<file path="src/rtl/ufpgapll_pkg.sv">
// Shared constants for the PLL board: system clock, frequency-counter width
// and the legal output frequency range shared with the NCO block.
package ufpgapll_pkg;

    localparam int unsigned SYS_CLK_HZ   = 50_000_000;
    localparam int unsigned FREQ_CNT_W   = 20;

    localparam int unsigned FREQ_MIN     = 1_000;
    localparam int unsigned FREQ_DEFAULT = 100_000;
    localparam int unsigned FREQ_MAX     = 400_000;

endpackage

</file>
<file path="src/rtl/freq_counter_if.sv">
// Measurement bus of the frequency counter: the signal to measure, the
// window restart, and the published result with its status flags.
// The master side feeds the signal and reads results; the slave is the counter.
interface freq_counter_if import ufpgapll_pkg::*; #(
    parameter int CNT_W = FREQ_CNT_W
);
    logic             sig_in;
    logic             clr;
    logic [CNT_W-1:0] freq;
    logic             freq_valid;
    logic             overflow;
    logic             nosig;

    modport master (
        output sig_in, clr,
        input  freq, freq_valid, overflow, nosig
    );

    modport slave (
        input  sig_in, clr,
        output freq, freq_valid, overflow, nosig
    );
endinterface

</file>
<file path="src/rtl/freq_counter_sync_edge.sv">
// Two-flop synchronizer plus registered rising-edge detector for an
// asynchronous input. Detection is masked for the first two cycles after
// reset so that an input already high at reset release gives no edge.
module sync_edge (
    input  logic clk,
    input  logic rst_n,
    input  logic d,
    output logic rise
);
    logic       s1;
    logic       s2;
    logic       rise_q;
    logic [1:0] prime_ctr;
    logic       primed;

    assign primed = (prime_ctr == 2'd2);
    assign rise   = rise_q;

    // Synchronize, register the rise, and count off the priming cycles.
    always_ff @(posedge clk or negedge rst_n) begin
        if (!rst_n) begin
            s1        <= 1'b0;
            s2        <= 1'b0;
            rise_q    <= 1'b0;
            prime_ctr <= 2'd0;
        end else begin
            s1     <= d;
            s2     <= s1;
            rise_q <= s1 & ~s2 & primed;
            if (!primed) begin
                prime_ctr <= prime_ctr + 2'd1;
            end
        end
    end
endmodule

</file>
<file path="src/rtl/freq_counter.sv">
// Gated frequency counter: counts rising edges of an asynchronous input over
// a window of GATE_CYCLES clocks and publishes the saturated count, an
// overflow flag and a no-signal flag at the end of every window.
// GATE_CYCLES must be at least 4.
module freq_counter import ufpgapll_pkg::*; #(
    parameter int GATE_CYCLES = SYS_CLK_HZ,
    parameter int CNT_W       = FREQ_CNT_W
) (
    input  logic          clk,
    input  logic          rst_n,
    freq_counter_if.slave bus
);
    localparam int GATE_W = (GATE_CYCLES > 1) ? $clog2(GATE_CYCLES) : 1;
    localparam logic [GATE_W-1:0] GATE_LAST = GATE_W'(GATE_CYCLES - 1);
    localparam logic [CNT_W-1:0]  CNT_MAX   = '1;

    logic              rise;
    logic [GATE_W-1:0] gate_ctr;
    logic [CNT_W-1:0]  edge_ctr;
    logic              sat;
    logic              window_end;
    logic              edge_lost;
    logic              publish;
    logic [CNT_W-1:0]  final_count;
    logic              final_sat;

    logic [CNT_W-1:0]  freq_q;
    logic              freq_valid_q;
    logic              overflow_q;
    logic              nosig_q;

    sync_edge u_sync_edge (
        .clk   (clk),
        .rst_n (rst_n),
        .d     (bus.sig_in),
        .rise  (rise)
    );

    // Count including an edge detected this cycle; an edge arriving at full scale is lost and flags saturation.
    always_comb begin
        window_end  = (gate_ctr == GATE_LAST);
        publish     = window_end & ~bus.clr;
        edge_lost   = rise & (edge_ctr == CNT_MAX);
        final_count = edge_ctr;
        if (rise && !edge_lost) begin
            final_count = edge_ctr + CNT_W'(1);
        end
        final_sat   = sat | edge_lost;
    end

    // Gate counter runs 0..GATE_CYCLES-1 and restarts on wrap or clr.
    always_ff @(posedge clk or negedge rst_n) begin
        if (!rst_n) begin
            gate_ctr <= '0;
        end else if (bus.clr || window_end) begin
            gate_ctr <= '0;
        end else begin
            gate_ctr <= gate_ctr + GATE_W'(1);
        end
    end

    // Edge counter and saturation flag restart at every window boundary and on clr.
    always_ff @(posedge clk or negedge rst_n) begin
        if (!rst_n) begin
            edge_ctr <= '0;
            sat      <= 1'b0;
        end else if (bus.clr || window_end) begin
            edge_ctr <= '0;
            sat      <= 1'b0;
        end else begin
            edge_ctr <= final_count;
            sat      <= final_sat;
        end
    end

    // Publish the closing window's result unless clr cancels it.
    always_ff @(posedge clk or negedge rst_n) begin
        if (!rst_n) begin
            freq_q       <= '0;
            freq_valid_q <= 1'b0;
            overflow_q   <= 1'b0;
            nosig_q      <= 1'b1;
        end else begin
            freq_valid_q <= publish;
            if (publish) begin
                freq_q     <= final_count;
                overflow_q <= final_sat;
                nosig_q    <= (final_count == '0);
            end
        end
    end

    assign bus.freq       = freq_q;
    assign bus.freq_valid = freq_valid_q;
    assign bus.overflow   = overflow_q;
    assign bus.nosig      = nosig_q;
endmodule

</file>
<file path="src/flat_wrapper.sv">
// flat-port wrapper written by rule: the top's interface ports become plain ports
module freq_counter_flat import ufpgapll_pkg::*;
#(
    parameter int GATE_CYCLES = SYS_CLK_HZ,
    parameter int CNT_W       = FREQ_CNT_W
)
  (clk, rst_n, bus_sig_in, bus_clr, bus_freq, bus_freq_valid, bus_overflow, bus_nosig);
  freq_counter_if #(.CNT_W(CNT_W)) bus_i ();
  input  logic clk;
  input  logic rst_n;
  input wire logic [$bits(bus_i.sig_in)-1:0] bus_sig_in;
  input wire logic [$bits(bus_i.clr)-1:0] bus_clr;
  output wire logic [$bits(bus_i.freq)-1:0] bus_freq;
  output wire logic [$bits(bus_i.freq_valid)-1:0] bus_freq_valid;
  output wire logic [$bits(bus_i.overflow)-1:0] bus_overflow;
  output wire logic [$bits(bus_i.nosig)-1:0] bus_nosig;
  assign bus_i.sig_in = bus_sig_in;
  assign bus_i.clr = bus_clr;
  assign bus_freq = bus_i.freq;
  assign bus_freq_valid = bus_i.freq_valid;
  assign bus_overflow = bus_i.overflow;
  assign bus_nosig = bus_i.nosig;
  freq_counter #(.GATE_CYCLES(GATE_CYCLES), .CNT_W(CNT_W)) u_core (.clk(clk), .rst_n(rst_n), .bus(bus_i));
endmodule
</file>
<file path="config.mk">
export PLATFORM = sky130hd
export DESIGN_NAME = freq_counter_flat
export DESIGN_NICKNAME = d
export VERILOG_FILES = /design/src/rtl/ufpgapll_pkg.sv /design/src/rtl/freq_counter_if.sv /design/src/rtl/freq_counter_sync_edge.sv /design/src/rtl/freq_counter.sv /design/src/flat_wrapper.sv
export SDC_FILE = /design/constraint.sdc
export NUM_CORES = 1
export LEC_CHECK = 0
export ABC_AREA = 1
export CAP_MARGIN = 20
export CORE_ASPECT_RATIO = 1.5
export CORE_MARGIN = 2
export CORE_UTILIZATION = 55
export CTS_CLUSTER_DIAMETER = 40
export DETAILED_ROUTE_END_ITERATION = 8
export HOLD_SLACK_MARGIN = 0.02
export PLACE_DENSITY = 0.79
export RECOVER_POWER = 100
export SETUP_SLACK_MARGIN = 0.4
export SLEW_MARGIN = 20
export SYNTH_ARGS = -nofsm -noshare
export SYNTH_HDL_FRONTEND = slang
export SYNTH_SLANG_ARGS = --single-unit
</file>
<file path="constraint.sdc">
create_clock -name clk -period 2.3 [get_ports clk]
set_clock_uncertainty 0.15 [all_clocks]
set_input_delay 0.46 -clock clk [delete_from_list [all_inputs] [get_ports clk]]
set_output_delay 0.46 -clock clk [all_outputs]
set_load 0.005 [all_outputs]
</file>
==> flow_summary.toml <==
[run_status]
status = "finished, final reports clean"

[setup_path]
worstPathArrival_ns = 2.24
ff2ff_setup_slack_ns = 0.16
required_ns = 2.40
critPathLaunchType = "register"
critPathLaunch = "u_core.gate_ctr[1]$_DFF_PN0_"
cp_max_fo = 6
crit_path_end_kind = "register"
reg2reg_from = "u_core.gate_ctr[1]$_DFF_PN0_"
reg2regPathDepth = 11
timing.rr.end = "u_core.edge_ctr[16]$_DFF_PN0_"
critPathKind = "register to register"

[grt]
top_usage_layer = "met2"
grt_use_total_pct = 25.0
met1_usage_pct = 26.8
grt_pass1_wl_mm = 15.1
grt_start_max_net_pins = 47
grt_pass1_vias = 3461
antenna_found_initial = 0
grt-ovfl-total = 0
use_met3_pct = 4.96
met2_usage_pct = 45.1

[detailed_routing]
routed_via_density = 5.75
wl_per_cell_um = 16.0
antenna_left = 0
drt_iter0_drc = 284
drc = 0
firstDrtPassIters = 6
wl_mm = 10.5
dr_total_vias = 3777

[min_path]
whs_path_depth = 0
hold_start = "u_core.u_sync_edge.s1$_DFF_PN0_"
hold_path_class = "register to register"
hold_end = "u_core.u_sync_edge.s2$_DFF_PN0_"

[floorplan]
start_util_pct = 56.8
fp.dieH_um = 107
core_area_sq_um = 6900
dieArea_sq_um = 7830
top_level_ports = 27
die_w_um = 72.9
num_rows = 37

[power_and_ir_drop]
seqPwrFrac_pct = 53.9
comb_power_share_pct = 4.7
switching_share_pct = 24.6
p_switching_uw = 610
p_total_uw = 2480
irDropWorstVdd_mv = 0.390
cellLeakagePower_uw = 0.00232
p_int_uw = 1870
powerDensity_nw_per_um2 = 495
pwr-share-clk_pct = 41.4

[logic_synthesis]
yosysWarningCount = 0
syn-num-nets = 518
yosys-top-cells-count = "nand2_1, dfrtp_1, inv_1"
syn_area_per_cell_sq_um = 7.67
synth_edf_count = 0
synth_area_leader_cell = "dfrtp_1"
syn-cell-area_sq_um = 3920
synth_seq_cells = 75
ys_async_sr_fraction_pct = 100
ys_seq_area_share_pct = 47.9
ys.flop_type = "dfrtp_1"
yosysTopAreaCellShare_pct = 47.2
yosys.cell_count.top_type = "nand2_1"
synth_cell_types = 32
synthesis.instances = 511
synthTopCellsByArea = "dfrtp_1, nand2_1, inv_1, nor2_1, o21ai_0"

[layout]
fill_cells = 493
n_antenna_cell = 0
layout-drive-gt1-share_pct = 20.9
num-nets-final = 581
area_growth_pct = 27.7

[timing]
timing.hold.ws_ns = 0.227
finalCritPeriodShare_pct = 93.2
fmax_mhz = 466
final_max_slew_viol_count = 0
setup_violations = 0
max_slew_margin_pct = 47.5
period_needed_ns = 2.14
hold_viol = 0
tightest_slew_ns = 0.787
tns_ns = 0
rsz0062_at_grt = "yes"

[clock_tree]
cts_buffers = 9
cts_root_buffer = "clkbuf_8"
insertion_delay_ns = 0.37
h-tree-depth = 3
path_clk_slew_ns = 0.08
cts_buffer_depth = 2
clock_sinks = 75
cts_tree = "built"

[placement]
port-buffer-count = 26
gp_congestion = 0.909
place_hpwl_mm = 6.31

[job]
maxCapViolCount = 0
[kinds of logic after synthesis]
group / synth area share [%]
fa+ha+maj: 0.958
buf+inv: 8.27
simple gates: 34.4
flops: 47.9
compound gates: 7.09
xor+xnor: 1.34
[critical path, cell delays in order (launching register included)]
cell and delay, ns:
dfrtp_1 0.41, ha_1 0.25, nand3_4 0.12, inv_2 0.08, nand2_1 0.05, nor2_1 0.11
nand4_1 0.15, nand2_4 0.18, clkbuf_1 0.10, clkbuf_4 0.13, clkbuf_2 0.23, nor2_1 0.08
[sequential cells by signal, summed over array words and instances (netlist names)]
register and cells:
u_core.bus.freq 20, u_core.bus.freq_valid 1, u_core.bus.nosig 1, u_core.bus.overflow 1, u_core.edge_ctr 20, u_core.gate_ctr 26, u_core.sat 1, u_core.u_sync_edge.prime_ctr 2
u_core.u_sync_edge.rise 1, u_core.u_sync_edge.s1 1, u_core.u_sync_edge.s2 1
[per-stage QoR]
step | cell area, sq um | worst slack (ns) | std cells | utilization (%)
2_1_floorplan | 3920 | 0.517 | 511 | -
3_3_place_gp | 4290 | 0.265 | 610 | 62.2
3_5_place_dp | 4290 | 0.192 | 610 | 62.2
4_1_cts | 4560 | 0.261 | 633 | 66.1
5_1_grt | 5010 | 0.0384 | 657 | 72.6
6_report | 5010 | 0.156 | 657 | 72.6
[metal layers]
metal	part of all wire (%)	up-vias
met2	53	181
met4	4.9	0
met1	36	1776
met5	0	-
li1	-	1758
met3	5.8	62
[power by group through the flow]
stage / registers, uW / logic [uW] / clock network [uW]
after floorplan: 1360 / 33.6 / 0
after global placement: 1360 / 80.0 / 0
after detailed placement: 1360 / 81.6 / 0
after CTS: 1330 / 95.9 / 1030
after global routing: 1340 / 128 / 1090
final: 1340 / 117 / 1030
[layout by cell type, fill, tap and decap left out, types with 14 or more instances in the layout]
cell type,n
nand3_1,25
dfrtp_1,71
dlygate4sd3_1,23
nor2_4,15
nand2_2,16
nand4_1,14
nor3_1,14
inv_1,67
nand2_1,118
o21ai_0,27
nor2_1,59
buf_4,19
[repair_timing]
item	CTS	global route
hold buffers	1	0
cloned	1	4
pin swaps	2	24
endpoints found under the hold margin	29	0
setup endpoints to repair	13	60
resized for setup	9	89
setup buffers	5	20
[area by class of cell]
cell class / count / area (sq um) / share of cell area, %
Multi-Input combinational cell: 355 / 1960 / 39.1
Sequential cell: 75 / 1880 / 37.6
Timing Repair Buffer: 61 / 596 / 11.9
Inverter: 71 / 273 / 5.45
Clock buffer: 10 / 128 / 2.55
Tap cell: 78 / 97.6 / 1.95
Clock inverter: 6 / 66.3 / 1.32
Timing Repair inverter: 1 / 7.51 / 0.150
[how the worst max path moves through the flow]
stage                               endpoint  slack, ns  depth (start not counted)
4_1_cts         u_core.bus.nosig$_DFFE_PN1P_       0.26                         14
6_report       u_core.edge_ctr[16]$_DFF_PN0_       0.16                         11
2_1_floorplan   u_core.bus.nosig$_DFFE_PN1P_       0.52                         12
3_5_place_dp    u_core.bus.nosig$_DFFE_PN1P_       0.19                         14
5_1_grt         u_core.bus.nosig$_DFFE_PN1P_       0.04                         15
3_3_place_gp    u_core.bus.nosig$_DFFE_PN1P_       0.27                         14
No activity file was read; power rests on OpenSTA's default activity.
